==> src/rtl/vga_timing_sink.sv <==
// rtl/vga_timing_sink.sv - 640x480@60 VGA timing sink for the frame buffer read port
module vga_timing_sink #(
    parameter int H_VISIBLE = 640,
    parameter int H_FP      = 16,
    parameter int H_SYNC    = 96,
    parameter int H_BP      = 48,
    parameter int V_VISIBLE = 480,
    parameter int V_FP      = 10,
    parameter int V_SYNC    = 2,
    parameter int V_BP      = 33,
    parameter int PIPE_LAT  = 2
) (
    input  logic        rd_clk,
    input  logic        rst,
    input  logic [11:0] pixel_in,
    input  logic        image_end,
    output logic        ready,
    output logic [7:0]  vga_r,
    output logic [7:0]  vga_g,
    output logic [7:0]  vga_b,
    output logic        vga_hs,
    output logic        vga_vs,
    output logic        vga_blank_n,
    output logic        vga_sync_n,
    output logic        frame_done,
    output logic        frame_err
);
    localparam int H_TOTAL = H_VISIBLE + H_FP + H_SYNC + H_BP;
    localparam int V_TOTAL = V_VISIBLE + V_FP + V_SYNC + V_BP;
    localparam int HW = $clog2(H_TOTAL + 1);
    localparam int VW = $clog2(V_TOTAL + 1);

    localparam logic [HW-1:0] H_LAST     = HW'(H_TOTAL - 1);
    localparam logic [HW-1:0] H_VIS      = HW'(H_VISIBLE);
    localparam logic [HW-1:0] H_VIS_LAST = HW'(H_VISIBLE - 1);
    localparam logic [HW-1:0] HS_BEG     = HW'(H_VISIBLE + H_FP);
    localparam logic [HW-1:0] HS_END     = HW'(H_VISIBLE + H_FP + H_SYNC);
    localparam logic [VW-1:0] V_LAST     = VW'(V_TOTAL - 1);
    localparam logic [VW-1:0] V_VIS      = VW'(V_VISIBLE);
    localparam logic [VW-1:0] V_VIS_LAST = VW'(V_VISIBLE - 1);
    localparam logic [VW-1:0] VS_BEG     = VW'(V_VISIBLE + V_FP);
    localparam logic [VW-1:0] VS_END     = VW'(V_VISIBLE + V_FP + V_SYNC);

    logic [HW-1:0]       h_cnt_q, h_cnt_d;
    logic [VW-1:0]       v_cnt_q, v_cnt_d;
    logic [PIPE_LAT-1:0] vis_pipe_q, vis_pipe_d;
    logic [PIPE_LAT-1:0] hs_pipe_q, hs_pipe_d;
    logic [PIPE_LAT-1:0] vs_pipe_q, vs_pipe_d;
    logic [7:0]          r_q, r_d, g_q, g_d, b_q, b_d;
    logic                hs_q, hs_d, vs_q, vs_d, blank_n_q, blank_n_d;
    logic                seen_end_q, seen_end_d;
    logic                frame_err_q, frame_err_d;

    logic vis, hs_n, vs_n, frame_check, vis_dly;

    always_comb begin
        h_cnt_d = h_cnt_q + 1'b1;
        v_cnt_d = v_cnt_q;
        if (h_cnt_q == H_LAST) begin
            h_cnt_d = '0;
            v_cnt_d = (v_cnt_q == V_LAST) ? '0 : v_cnt_q + 1'b1;
        end
    end

    always_comb begin
        vis         = (h_cnt_q < H_VIS) && (v_cnt_q < V_VIS);
        hs_n        = !((h_cnt_q >= HS_BEG) && (h_cnt_q < HS_END));
        vs_n        = !((v_cnt_q >= VS_BEG) && (v_cnt_q < VS_END));
        frame_check = (h_cnt_q == '0) && (v_cnt_q == V_VIS);
    end

    // Decode bits travel alongside the buffer's read latency so sync and data line up.
    always_comb begin
        vis_pipe_d    = vis_pipe_q;
        hs_pipe_d     = hs_pipe_q;
        vs_pipe_d     = vs_pipe_q;
        vis_pipe_d[0] = vis;
        hs_pipe_d[0]  = hs_n;
        vs_pipe_d[0]  = vs_n;
        for (int i = 1; i < PIPE_LAT; i++) begin
            vis_pipe_d[i] = vis_pipe_q[i-1];
            hs_pipe_d[i]  = hs_pipe_q[i-1];
            vs_pipe_d[i]  = vs_pipe_q[i-1];
        end
    end

    always_comb begin
        vis_dly   = vis_pipe_q[PIPE_LAT-1];
        r_d       = 8'h00;
        g_d       = 8'h00;
        b_d       = 8'h00;
        if (vis_dly) begin
            r_d = {pixel_in[11:8], pixel_in[11:8]};
            g_d = {pixel_in[7:4],  pixel_in[7:4]};
            b_d = {pixel_in[3:0],  pixel_in[3:0]};
        end
        hs_d      = hs_pipe_q[PIPE_LAT-1];
        vs_d      = vs_pipe_q[PIPE_LAT-1];
        blank_n_d = vis_dly;
    end

    // A frame is aligned only if the buffer flagged its last pixel during the visible lines.
    always_comb begin
        seen_end_d  = seen_end_q;
        frame_err_d = frame_err_q;
        if (image_end && (v_cnt_q < V_VIS)) begin
            seen_end_d = 1'b1;
        end
        if (frame_check) begin
            if (!seen_end_q) begin
                frame_err_d = 1'b1;
            end
            seen_end_d = 1'b0;
        end
    end

    always_ff @(posedge rd_clk) begin
        if (rst) begin
            h_cnt_q     <= '0;
            v_cnt_q     <= '0;
            vis_pipe_q  <= '0;
            hs_pipe_q   <= '1;
            vs_pipe_q   <= '1;
            r_q         <= 8'h00;
            g_q         <= 8'h00;
            b_q         <= 8'h00;
            hs_q        <= 1'b1;
            vs_q        <= 1'b1;
            blank_n_q   <= 1'b0;
            seen_end_q  <= 1'b0;
            frame_err_q <= 1'b0;
        end else begin
            h_cnt_q     <= h_cnt_d;
            v_cnt_q     <= v_cnt_d;
            vis_pipe_q  <= vis_pipe_d;
            hs_pipe_q   <= hs_pipe_d;
            vs_pipe_q   <= vs_pipe_d;
            r_q         <= r_d;
            g_q         <= g_d;
            b_q         <= b_d;
            hs_q        <= hs_d;
            vs_q        <= vs_d;
            blank_n_q   <= blank_n_d;
            seen_end_q  <= seen_end_d;
            frame_err_q <= frame_err_d;
        end
    end

    assign ready       = vis && !rst;
    assign frame_done  = !rst && (h_cnt_q == H_VIS_LAST) && (v_cnt_q == V_VIS_LAST);
    assign vga_r       = r_q;
    assign vga_g       = g_q;
    assign vga_b       = b_q;
    assign vga_hs      = hs_q;
    assign vga_vs      = vs_q;
    assign vga_blank_n = blank_n_q;
    assign vga_sync_n  = 1'b0;
    assign frame_err   = frame_err_q;
endmodule

==> config.mk <==
export PLATFORM = sky130hd
export DESIGN_NAME = vga_timing_sink
export DESIGN_NICKNAME = d
export VERILOG_FILES = /design/src/rtl/vga_timing_sink.sv
export SDC_FILE = /design/constraint.sdc
export NUM_CORES = 1
export LEC_CHECK = 0
export ABC_AREA = 1
export CAP_MARGIN = 20
export CORE_UTILIZATION = 34
export DETAILED_ROUTE_END_ITERATION = 8
export GPL_ROUTABILITY_DRIVEN = 1
export SYNTH_ARGS = -nofsm -noshare
export SYNTH_HDL_FRONTEND = slang
export SYNTH_SLANG_ARGS = --single-unit
==> constraint.sdc <==
create_clock -name rd_clk -period 1.2 [get_ports rd_clk]
set_input_delay 0.24 -clock rd_clk [delete_from_list [all_inputs] [get_ports rd_clk]]
set_output_delay 0.24 -clock rd_clk [all_outputs]
set_load 0.05 [all_outputs]
Word level (Yosys, flattened, before mapping)

Cells that the tools add are included.

Flip-flop bits (word level): 55
Word-level logic and storage cells: 45
Input port bits: 15

Reduce and logical (&&, ||, !) cells: 16
Add/subtract/negate cells: 2
Equal/unequal tests: 5
Bitwise logic cells: 2
$lt $le $gt $ge: 6
Mux-type cells: 1

Operators with widths:

| cell                                                 | count |
|---|---|
| equality test 10 bit, second input constant          | 3 |
| adder 10 x 1 -> 10 bit, second input constant        | 2 |
| equality test 10 x 9 -> 1 bit, second input constant | 2 |
| < comparator 10 bit, second input constant           | 2 |
| < comparator 10 x 9 -> 1 bit, second input constant  | 2 |
| >= comparator 10 bit, second input constant          | 1 |
| >= comparator 10 x 9 -> 1 bit, second input constant | 1 |
| logical NOT 10 bit                                   | 1 |
| two-way mux 10 bit                                   | 1 |
| logical AND 1 bit                                    | 8 |
| OR reduction 2 bit                                   | 3 |
| logical NOT 1 bit                                    | 3 |
| NOT 1 bit                                            | 2 |
| AND reduction 2 bit                                  | 1 |

Longest topological paths before layout

Word-level depth: 3
Depth in mapped cells: 9
Depth with buffers taken out: 9

Worst setup path after synthesis

No wires, ideal clock.

Path type: flip-flop to output port
Start: reg h_cnt_q[0]
End: out frame_done
Required time: 0.960 ns
Stages on the path, launching flop included: 5
Path slack: -1.577 ns
Buffers on the path: 0
Arrival: 2.537 ns
Path through: dfxtp_1 -> ha_1 -> nand4_2 -> nor2_2 -> nor4b_1

Cells in the longest elaborated chain, start to end: 3

Ends and longest elaborated chain:

| item                           | line | RTL |
|---|---|---|
| from (decl)                    | 44   | `logic [HW-1:0] h_cnt_q, h_cnt_d;` |
| from (signal assigned)         | 133  | `h_cnt_q <= h_cnt_d;` |
| equality test 10 bit           | 150  | `assign frame_done = !rst && (h_cnt_q == H_VIS_LAST) && (v_cnt_q == V_VIS_LAST);` |
| logical AND 1 bit (2 in a row) | 150  |  |
| to (decl)                      | 25   | `output logic frame_done,` |

Every way passes these cells.

Final worst setup path

Ends and elaborated chain as after synthesis.

==> qor.yml <==
grt_usage: 0.191
ys_seq_area_frac: 0.436
netlist.area_leader.share: 0.436
fin_crit_ps: 1740
via_count: 1896
diodes: 0
synth_edf_count: 0
dpl.hpwl_microns: 3780
clock_latency_ps: 300
finalHoldViolations: 0
ys_warn_count: 0
required_ps: 960
syn_area_sq_mm: 0.00197
cts.path.max_buffers: 2
grt_pass1_wl_microns: 8990
io_buffers: 44
synth_cell_types: 27
yosysTopAreaCell: "dfxtp_1"
p_per_area_mw_per_mm2: 812
ant_nets: 0
cts_buffers: 5
dp_slack_ps: -408
nets: 381
grt_overflow: 0
antenna_found_initial: 0
avgSynthCellArea_sq_um: 7.31
setup_viol: 23
wirelength_microns: 5390
maxCapViolations: 0
start_util: 0.356
hold_class: "flip-flop to flip-flop"
yosys-top-cells-area: "dfxtp_1, nor2_1, nand2_1"
finalCritPeriodShare: 1.45
grt_pass1_vias: 1892
worstSetupPathType: "flip-flop to output pin"
rsz0062_at_grt: "true"
drc: 0
cts_hold_buf: 0
die_w_microns: 78.2
post_drt_wl_per_cell_microns: 12.4
viasPerCell: 4.38
violations: "negative setup slack"
critPathCaptureType: "output pin"
syn_nets: 290
place.gp.congestion: 0.827
drt-initial-drc-count: 101
status: "complete, but fails checks"
fp.dieArea_sq_mm: 0.00612
layout_commonest_cell: "buf_4"
synth-main-ff-cell: "dfxtp_1"
area_delta_synth_final_pct: 76.0
arrival_ps: 1500
clockRootBuffer: "clkbuf_8"
core_area_sq_mm: 0.00554
grt_max_degree: 14
fillers: 446
dr.pass1.iters: 4
clkTransAtPathRegs_ps: 80
max_freq_mhz: 573
io_pins: 46
vdd_drop_max_mv: 0.409
cts.sinks: 43
place_inst: 415
crit_fanout: 2
synthArstFlopShare: 0
tritoncts: "built"
syn_inst: 270
skew_ps: 5.44
maxSlewViolCount: 0
htreeDepth: 2
final_cell_mix: "buf_4, nor2_1, nand2_1, inv_1"
p_leak_nw: 1.58
ys_ff_latch: 43
stdcell_count: 433
hold_ws_ps: 411
worst_setup_path_start_kind: "flip-flop"
fin_util: 0.627
die_y_microns: 78.2
setup_ws_ps: -544
drive_above_1_share: 0.454
rows: 27
state kept, by name (all words and copies together), names as in the netlist, 2 cells and up:
register    cells
vis_pipe_q      2
vga_r           4
vga_g           4
hs_pipe_q       2
v_cnt_q        10
vga_b           4
h_cnt_q        10
vs_pipe_q       2
layer usage:
metal / vias to the layer above / global-route usage / part of all wire
met2: 52 / 0.328 / 0.48
met4: 0 / 0.0667 / 0.023
met5: - / 0 / 0
met1: 845 / 0.235 / 0.45
li1: 987 / - / -
met3: 12 / 0.0395 / 0.045
path summary, 6_finish.rpt:
check | from | end | slack (ps) | cells after the start
worst max-delay path | h_cnt_q[0]$_SDFF_PP0_ | frame_done | -540 | 5
worst min-delay path | vs_pipe_q[0]$_SDFF_PP1_ | vs_pipe_q[1]$_SDFF_PP1_ | 410 | 1
worst max register to register | h_cnt_q[0]$_SDFF_PP0_ | v_cnt_q[2]$_SDFFE_PP0N_ | -260 | 10
worst min register to register | vs_pipe_q[0]$_SDFF_PP1_ | vs_pipe_q[1]$_SDFF_PP1_ | 410 | 1
power breakdown:
group | leakage, nW | internal [mW] | switching [mW]
Clock | 0.0470 | 0.452 | 0.492
Combinational | 1.18 | 0.202 | 0.197
Sequential | 0.355 | 1.45 | 0.0286
Total | 1.58 | 2.10 | 0.717
cell type report:
type	instances	area, sq um	share of cell area
Clock buffer	6	82.6	0.0238
Clock inverter	1	5.00	0.00144
Inverter	46	178	0.0511
Multi-Input combinational cell	163	1010	0.290
Sequential cell	43	877	0.252
Tap cell	72	90.1	0.0259
Timing Repair Buffer	102	1230	0.355
stage by stage:
stage               power, mW  setup TNS [ps]  area (sq um)
finish                   2.82           -5340          3480
global route             2.93           -7110          3480
CTS                      2.82           -5090          3410
detailed placement       1.87           -7120          3150
global placement         1.86           -8430          3150
floorplan                1.68            -620          2070
worst max-delay path, stage by stage, from the launching register on:
cell	delay, ps
dfxtp_2	360
ha_4	150
nand4_4	110
nor2_4	120
nor4b_4	280
buf_12	180
cells in the mapped netlist (2+ instances only):
cell type	instances
buf_2	2
dfxtp_1	43
nor2_4	2
nor4_1	3
o2111ai_1	2
xor2_1	3
xnor2_1	2
nor3_1	2
inv_1	44
nand2_2	6
or2_2	4
nand3_1	13
buf_4	13
a21oi_1	8
nand4_1	7
nand2_1	47
ha_1	5
nor2_2	3
clkbuf_1	2
inv_2	2
nor2_1	51
timing repair:
item | in CTS | in global routing
gates cloned | 1 | 0
endpoints found under the setup margin | 23 | 24
gates resized for setup | 31 | 20
pin swaps | 9 | 10
setup buffers | 12 | 1
kinds of logic after synthesis:
| family | Yosys count | share of synthesized area |
|---|---|---|
| XOR/XNOR | 5 | 0.0222 |
| other | 1 | 0.00190 |
| adder cells (fa/ha/maj) | 5 | 0.0317 |
| AO/OA/AOI/OAI | 11 | 0.0317 |
| AND/OR/NAND/NOR | 141 | 0.325 |
| buffers and inverters | 64 | 0.151 |
| flip-flops | 43 | 0.436 |
No activity file was read; power rests on OpenSTA's default activity.
